File: config.mk
export PLATFORM = sky130hd
export DESIGN_NAME = serial_mag_compare_ctrl
export DESIGN_NICKNAME = d
export VERILOG_FILES = /design/src/rtl/mini_alu_pkg.sv /design/src/rtl/two_bit_greater.sv /design/src/rtl/serial_mag_compare_ctrl.sv
export SDC_FILE = /design/constraint.sdc
export NUM_CORES = 1
export LEC_CHECK = 0
export ABC_AREA = 1
export ABC_CLOCK_PERIOD_IN_PS = 5200
export CORE_ASPECT_RATIO = 1.4
export CORE_MARGIN = 2
export CORE_UTILIZATION = 56
export CTS_BUF_LIST = sky130_fd_sc_hd__clkbuf_8
export CTS_CLUSTER_DIAMETER = 60
export DETAILED_ROUTE_END_ITERATION = 7
export PLACE_DENSITY_LB_ADDON = 0.2
export SYNTH_ARGS = -nofsm -noshare
export SYNTH_HDL_FRONTEND = slang
export SYNTH_SLANG_ARGS = --single-unit
File: constraint.sdc
create_clock -name clk -period 5.2 [get_ports clk]
set_input_delay 1.04 -clock clk [delete_from_list [all_inputs] [get_ports clk]]
set_output_delay 1.04 -clock clk [all_outputs]
set_load 0.05 [all_outputs]
File: src/rtl/mini_alu_pkg.sv
// Shared Mini-ALU definitions: comparator FSM state encodings and digit helpers.
// One digit is two operand bits; the serial comparator walks W/2 digits.
package mini_alu_pkg;

    typedef enum logic [0:0] {
        ST_IDLE = 1'b0,
        ST_SCAN = 1'b1
    } cmp_state_t;

    function automatic int digit_count(input int width);
        return width / 2;
    endfunction

endpackage

File: src/rtl/two_bit_greater.sv
// Team 2-bit comparator slice: gt_o is high when a_i > b_i (unsigned).
module two_bit_greater (
    input  logic [1:0] a_i,
    input  logic [1:0] b_i,
    output logic       gt_o
);

    assign gt_o = (a_i[1] & ~b_i[1])
                | (~(a_i[1] ^ b_i[1]) & a_i[0] & ~b_i[0]);

endmodule

File: src/rtl/serial_mag_compare_ctrl.sv
// Serial unsigned magnitude comparator: two bits per cycle, MSB digit first,
// stops at the first differing digit and reports how many digits it examined.
//
// state   | meaning
// ST_IDLE | waiting for start; results hold
// ST_SCAN | comparing digit idx, one digit per cycle
module serial_mag_compare_ctrl
    import mini_alu_pkg::*;
#(
    parameter int W  = 8,
    parameter int CW = $clog2(W / 2) + 1
) (
    input  logic          clk,
    input  logic          reset,
    input  logic          start,
    input  logic [W-1:0]  a,
    input  logic [W-1:0]  b,
    output logic          busy,
    output logic          done,
    output logic          a_gt_b,
    output logic          a_eq_b,
    output logic          a_lt_b,
    output logic [CW-1:0] steps
);

    localparam int DIGITS = digit_count(W);
    localparam int IW     = (DIGITS > 1) ? $clog2(DIGITS) : 1;

    if ((W < 2) || ((W % 2) != 0)) begin : g_bad_width
        $error("serial_mag_compare_ctrl: W must be even and >= 2");
    end

    cmp_state_t    state_q, state_d;
    logic [W-1:0]  op_a_q, op_a_d;
    logic [W-1:0]  op_b_q, op_b_d;
    logic [IW-1:0] idx_q, idx_d;
    logic          done_q, done_d;
    logic          gt_q, gt_d;
    logic          eq_q, eq_d;
    logic          lt_q, lt_d;
    logic [CW-1:0] steps_q, steps_d;

    logic [1:0]    dig_a, dig_b;
    logic          dig_gt, dig_lt;

    assign dig_a = op_a_q[{idx_q, 1'b0} +: 2];
    assign dig_b = op_b_q[{idx_q, 1'b0} +: 2];

    // Same slice used in both directions gives gt and lt without a 3-way cell.
    two_bit_greater u_gt_ab (
        .a_i  (dig_a),
        .b_i  (dig_b),
        .gt_o (dig_gt)
    );

    two_bit_greater u_gt_ba (
        .a_i  (dig_b),
        .b_i  (dig_a),
        .gt_o (dig_lt)
    );

    always_comb begin
        state_d = state_q;
        op_a_d  = op_a_q;
        op_b_d  = op_b_q;
        idx_d   = idx_q;
        done_d  = 1'b0;
        gt_d    = gt_q;
        eq_d    = eq_q;
        lt_d    = lt_q;
        steps_d = steps_q;

        case (state_q)
            ST_IDLE: begin
                if (start) begin
                    op_a_d  = a;
                    op_b_d  = b;
                    idx_d   = IW'(DIGITS - 1);
                    state_d = ST_SCAN;
                end
            end
            ST_SCAN: begin
                if (dig_gt || dig_lt || (idx_q == '0)) begin
                    gt_d    = dig_gt;
                    lt_d    = dig_lt;
                    eq_d    = ~dig_gt & ~dig_lt;
                    steps_d = CW'(DIGITS) - CW'(idx_q);
                    done_d  = 1'b1;
                    state_d = ST_IDLE;
                end else begin
                    idx_d = idx_q - 1'b1;
                end
            end
            default: state_d = ST_IDLE;
        endcase
    end

    always_ff @(posedge clk) begin
        if (reset) begin
            state_q <= ST_IDLE;
            op_a_q  <= '0;
            op_b_q  <= '0;
            idx_q   <= '0;
            done_q  <= 1'b0;
            gt_q    <= 1'b0;
            eq_q    <= 1'b1;
            lt_q    <= 1'b0;
            steps_q <= '0;
        end else begin
            state_q <= state_d;
            op_a_q  <= op_a_d;
            op_b_q  <= op_b_d;
            idx_q   <= idx_d;
            done_q  <= done_d;
            gt_q    <= gt_d;
            eq_q    <= eq_d;
            lt_q    <= lt_d;
            steps_q <= steps_d;
        end
    end

    assign busy   = (state_q == ST_SCAN);
    assign done   = done_q;
    assign a_gt_b = gt_q;
    assign a_eq_b = eq_q;
    assign a_lt_b = lt_q;
    assign steps  = steps_q;

endmodule

**After elaboration in Yosys (flattened, before gate mapping)**

Index checks and enable logic that the tools add are counted.

- Output and inout bits: 8
- Bits in registers: 26
- Bits of input ports: 19
- Word-level logic and storage cells: 47

- Bitwise operators: 18
- Reduce and logical (&&, ||, !) cells: 7
- Equal/unequal tests: 2
- Add/sub/neg operators: 2
- Muxes and demuxes: 7
- Shift operators: 2

Operators with widths:

| cell | count |
|---|---|
| 8-bit by 4-bit variable part select with 2-bit output | 2 |
| 1-bit NOT | 8 |
| 1-bit AND | 7 |
| 2-bit AND reduction | 3 |
| 2-bit two-way mux | 2 |
| 2-bit != test, second input constant | 2 |
| 2-bit case mux with 2 select lines | 1 |
| 1-bit two-way mux | 3 |
| 3-bit by 2-bit subtractor with 3-bit output, first input constant | 1 |
| 2-bit logical NOT | 1 |
| 1-bit logical OR | 2 |
| 1-bit bitwise OR | 2 |
| 1-bit case mux with 2 select lines | 1 |
| 2-bit OR reduction | 1 |
| 2-bit by 1-bit subtractor with 2-bit output, second input constant | 1 |
| 1-bit XOR | 1 |

**Depth between registers and ports, before layout**

- Depth after elaboration: 10
- Gate-level depth with buffers: 14
- Mapped depth without buffers: 12

**By module**

From an unflattened synthesis, not the netlist that was laid out.

- Cells, all modules: 154
- Area total of the unflattened synthesis: 1148.6 sq um

By module, submodules not included:

| module | area each (sq um) | times used | sequential area each (sq um) | cells an instance |
|---|---|---|---|---|
| serial_mag_compare_ctrl | 1083.5 | 1 | 520.5 | 142 |
| two_bit_greater | 32.5 | 2 | 0.0 | 6 |

**Least setup slack after synthesis**

No wires, ideal clock.

- Path type: register to register
- Start: register idx_q[0]
- End: register steps_q[1], in the netlist steps[1]
- Clock period less this slack: 1.827 ns
- Setup time: 0.114 ns
- Cell stages (with the launch flop): 13
- Data required time: 5.086 ns
- Slack: 3.373 ns
- Arrival: 1.713 ns
- Buffers on the path: 2
- Cells stage by stage: dfxtp_1 -> buf_6 -> buf_6 -> nand2_1 -> a32oi_1 -> inv_1 -> ha_1 -> nand3_2 -> nand3_4 -> o21bai_4 -> nor2_2 -> nand2_1 -> nand2_1

- Longest elaborated chain between the ends: 9
- Elaborated cells between the ends (all ways): 21
- Those cells by class: add/sub (1); shift (2); bitwise (14); reduce/logical (4)

Ends and longest elaborated chain:

| item | line | source |
|---|---|---|
| from (decl) | serial_mag_compare_ctrl.sv:36 | `logic [IW-1:0] idx_q, idx_d;` |
| from (signal assigned) | serial_mag_compare_ctrl.sv:113 | `idx_q <= idx_d;` |
| 8-bit by 4-bit variable part select with 2-bit output (on tied branches) | serial_mag_compare_ctrl.sv:47, serial_mag_compare_ctrl.sv:46 |  |
| 1-bit XOR | two_bit_greater.sv:9 | `\| (~(a_i[1] ^ b_i[1]) & a_i[0] & ~b_i[0]);` |
| 1-bit NOT | two_bit_greater.sv:9 |  |
| 1-bit AND (2 in a row) | two_bit_greater.sv:9 |  |
| 1-bit bitwise OR | two_bit_greater.sv:9 |  |
| 1-bit logical OR (2 in a row) | serial_mag_compare_ctrl.sv:83 | `if (dig_gt \|\| dig_lt \|\| (idx_q == '0)) begin` |
| 2-bit AND reduction (no source line) | - |  |
| to (signal assigned) | serial_mag_compare_ctrl.sv:118 | `steps_q <= steps_d;` |
| to (decl) | serial_mag_compare_ctrl.sv:41 | `logic [CW-1:0] steps_q, steps_d;` |

Parallel ways exist; a longest one is shown, timed or not.
A chain may end at the register's enable or synchronous reset.

**Worst setup path after layout**

- Start: register state_q, in the netlist busy
- End: output port busy

RTL lines:

| item | line | source |
|---|---|---|
| from (decl) | serial_mag_compare_ctrl.sv:33 | `cmp_state_t state_q, state_d;` |
| from (signal assigned) | serial_mag_compare_ctrl.sv:110 | `state_q <= state_d;` |
| to (decl) | serial_mag_compare_ctrl.sv:18 | `output logic busy,` |

No word-level cell between the ends.

==> results.sh <==
export IMPL_synth_top_family_by_area="simple AND/OR/NAND/NOR gates"
export IMPL_routabilityCongestion=0.8153
export IMPL_synth_ff_type="dfxtp_1"
export IMPL_wire_per_inst_um=12.03
export IMPL_area_growth_pct=22.01
export IMPL_syn_avg_cell_area_um2=7.261
export IMPL_ant_nets=0
export IMPL_yosysWarnings=0
export IMPL_cp_slowest_stage_delay_ns=0.86
export IMPL_drv_slew=0
export IMPL_peakVddDrop_v=0.0002055
export IMPL_grt_max_degree=25
export IMPL_firstDrtPassIters=4
export IMPL_setup_viol=0
export IMPL_netlist_area_um2=1256
export IMPL_grt_first_pass_wirelength_um=4443
export IMPL_die_area_um2=2644
export IMPL_min_path_type="flop to flop"
export IMPL_worst_pin_slew_ns=0.7097
export IMPL_hold_viol=0
export IMPL_overflow=0
export IMPL_synth_compound_area_frac=0.1365
export IMPL_synthArstFlopShare=0
export IMPL_fin_tns_setup_ns=0
export IMPL_post_cts_buffers=0
export IMPL_nNetsFinal=217
export IMPL_cts_buffers_inserted=3
export IMPL_period_needed_ns=2.657
export IMPL_netlist_area_leader_share=0.4143
export IMPL_cp_depth=1
export IMPL_synth_area_top_cells="dfxtp_1 41%, nand2_1 13%, nor2_1 8.7%"
export IMPL_crit_slowest_cell="clkdlybuf4s50_1"
export IMPL_core_um2=2152
export IMPL_synth_xor_area_share=0
export IMPL_synth_largest_area_cell="dfxtp_1"
export IMPL_antenna_found_initial=0
export IMPL_start_kind="flop"
export IMPL_grt_pass1_vias=1093
export IMPL_via_per_inst=5.384
export IMPL_clkLatencyLatePin_ns=0.27
export IMPL_critPathBufInv=1
export IMPL_cts_hold_buf=0
export IMPL_drc=0
export IMPL_hpwl_um=1902
export IMPL_period_share=0.5111
export IMPL_clock_fmax_mhz=376.3
export IMPL_cp_cell_sequence="clkdlybuf4s50_1"
export IMPL_crit_arrival_ns=1.62
export IMPL_critical_path_class="flop to primary output"
export IMPL_syn_inst=173
export IMPL_via_count=1163
export IMPL_ys_ff_latch=26
export IMPL_synthAdderAreaFrac=0.02988
export IMPL_place_worst_setup_slack_ns=2.537
export IMPL_r2r_cells=10
export IMPL_clockBufferDepth=2
export IMPL_cts_tree="done"
export IMPL_drive_above_1_share=0.06701
export IMPL_end_kind="primary output"
export IMPL_fin_skew_ns=0.003064
export IMPL_status="finished clean"
export IMPL_ys_seq_area_frac=0.4143
export IMPL_setup_ws_ns=2.543
export IMPL_root_buffer="clkbuf_8"
export IMPL_cp_required_ns=4.16
export IMPL_max_slew_margin=0.5257
export IMPL_start_util=0.5837
export IMPL_clk_pin_slew_ns=0.09
export IMPL_leakagePower_nw=0.6577
export IMPL_fp_dieW_um=44.03
export IMPL_p_per_area_nw_per_um2=333.0
export IMPL_num_rows=20
export IMPL_grt_total_usage=0.2240
export IMPL_htree_levels=1
export IMPL_dieHeight_um=60.04
export IMPL_synthMuxAreaShare=0
export IMPL_crit_path_max_fanout=9
export IMPL_synth_cell_type_count=22
export IMPL_syn_nets=195
export IMPL_clock_sinks=26
export IMPL_synth_edf_count=0
export IMPL_ioPinCount=27
export IMPL_drt_iter0_markers=29
export IMPL_maxCapViolCount=0
export IMPL_synthSimpleGateAreaFrac=0.3177
export IMPL_port_buffers=26
export IMPL_hold_depth=2
export IMPL_rsz0062_at_grt="false"
export IMPL_ctsResizeCount=0
export IMPL_totalWireLength_um=2598
export IMPL_diodes=0
export IMPL_crit_family="buffers and inverters"
-- power by group --
part,leakage (nW),switching (mW),internal [mW]
Clock,0.0288,0.0603,0.0676
Sequential,0.215,0.0157,0.217
Combinational,0.414,0.0922,0.0574
Total,0.658,0.168,0.342
-- metrics by stage --
stage                     instance area [µm²]    util  hold WS (ns)  power [mW]  cells
final                                    1533  0.7122        0.4649      0.5105    216
after detailed placement                 1478  0.6866        0.4426      0.3859    212
after floorplan                          1256       -        0.4433      0.3499    173
after global placement                   1478  0.6866        0.4400      0.3804    212
after global routing                     1533  0.7122        0.4967      0.5400    216
after CTS                                1533  0.7122        0.4648      0.5114    216
-- cell usage in the layout, fill, tap and decap left out --
master            n
a21oi_1          11
a32oi_1           2
clkbuf_8          4
clkdlybuf4s50_1  26
dfxtp_1          26
ha_1              3
inv_1            14
inv_6             1
nand2_1          42
nand2_2           1
nand2_4           1
nand3_1          12
nand3_2           2
nand3_4           1
nor2_1           29
nor2_2            1
nor2_4            1
o21ai_0          10
o21ai_1           6
o21bai_4          1
-- path summary, 6_finish.rpt --
check	endpoint	slack (ns)	startpoint
worst min register to register	a_lt_b	0.46	a_lt_b
worst min-delay path	a_lt_b	0.46	a_lt_b
worst max-delay path	busy	2.54	busy
worst max register to register	steps[0]	2.90	idx_q[0]
-- registers in the layout, summed over array words and instances (netlist names) --
signal  flops
a_lt_b      1
a_gt_b      1
steps       3
done        1
busy        1
op_b_q      8
idx_q       2
op_a_q      8
a_eq_b      1
-- routing by layer --
| metal | share of wire | global-route usage | vias up |
|---|---|---|---|
| met4 | 0.014 | 0.09957 | 0 |
| met1 | 0.41 | 0.2439 | 546 |
| met3 | 0.032 | 0.03021 | 5 |
| li1 | - | - | 591 |
| met2 | 0.54 | 0.4181 | 21 |
| met5 | 0 | 0 | - |
-- cell usage after synthesis, types with 2 or more instances --
master	count
o21ai_0	10
inv_1	14
o21ai_1	6
nand2_1	42
nand3_1	12
nor2_1	29
ha_1	3
clkbuf_1	5
dfxtp_1	26
buf_6	2
nand3_2	2
a32oi_1	2
a21oi_1	11
-- logic make-up (layout without fill, tap and decap cells) --
group,Yosys count,in the layout
AND/OR/NAND/NOR,90,90
AO/OA/AOI/OAI,30,30
flip-flops,26,26
buffers and inverters,24,45
adder cells (fa/ha/maj),3,3
-- cell type report --
type | count | area [µm²]
inverters | 15 | 61.31
clock buffers | 4 | 55.05
well taps | 22 | 27.53
repair buffers | 26 | 260.3
flip-flops and latches | 26 | 520.5
multi-input cells | 123 | 608.1
fillers | 193 | 619.3
No activity file was read; power rests on OpenSTA's default activity.
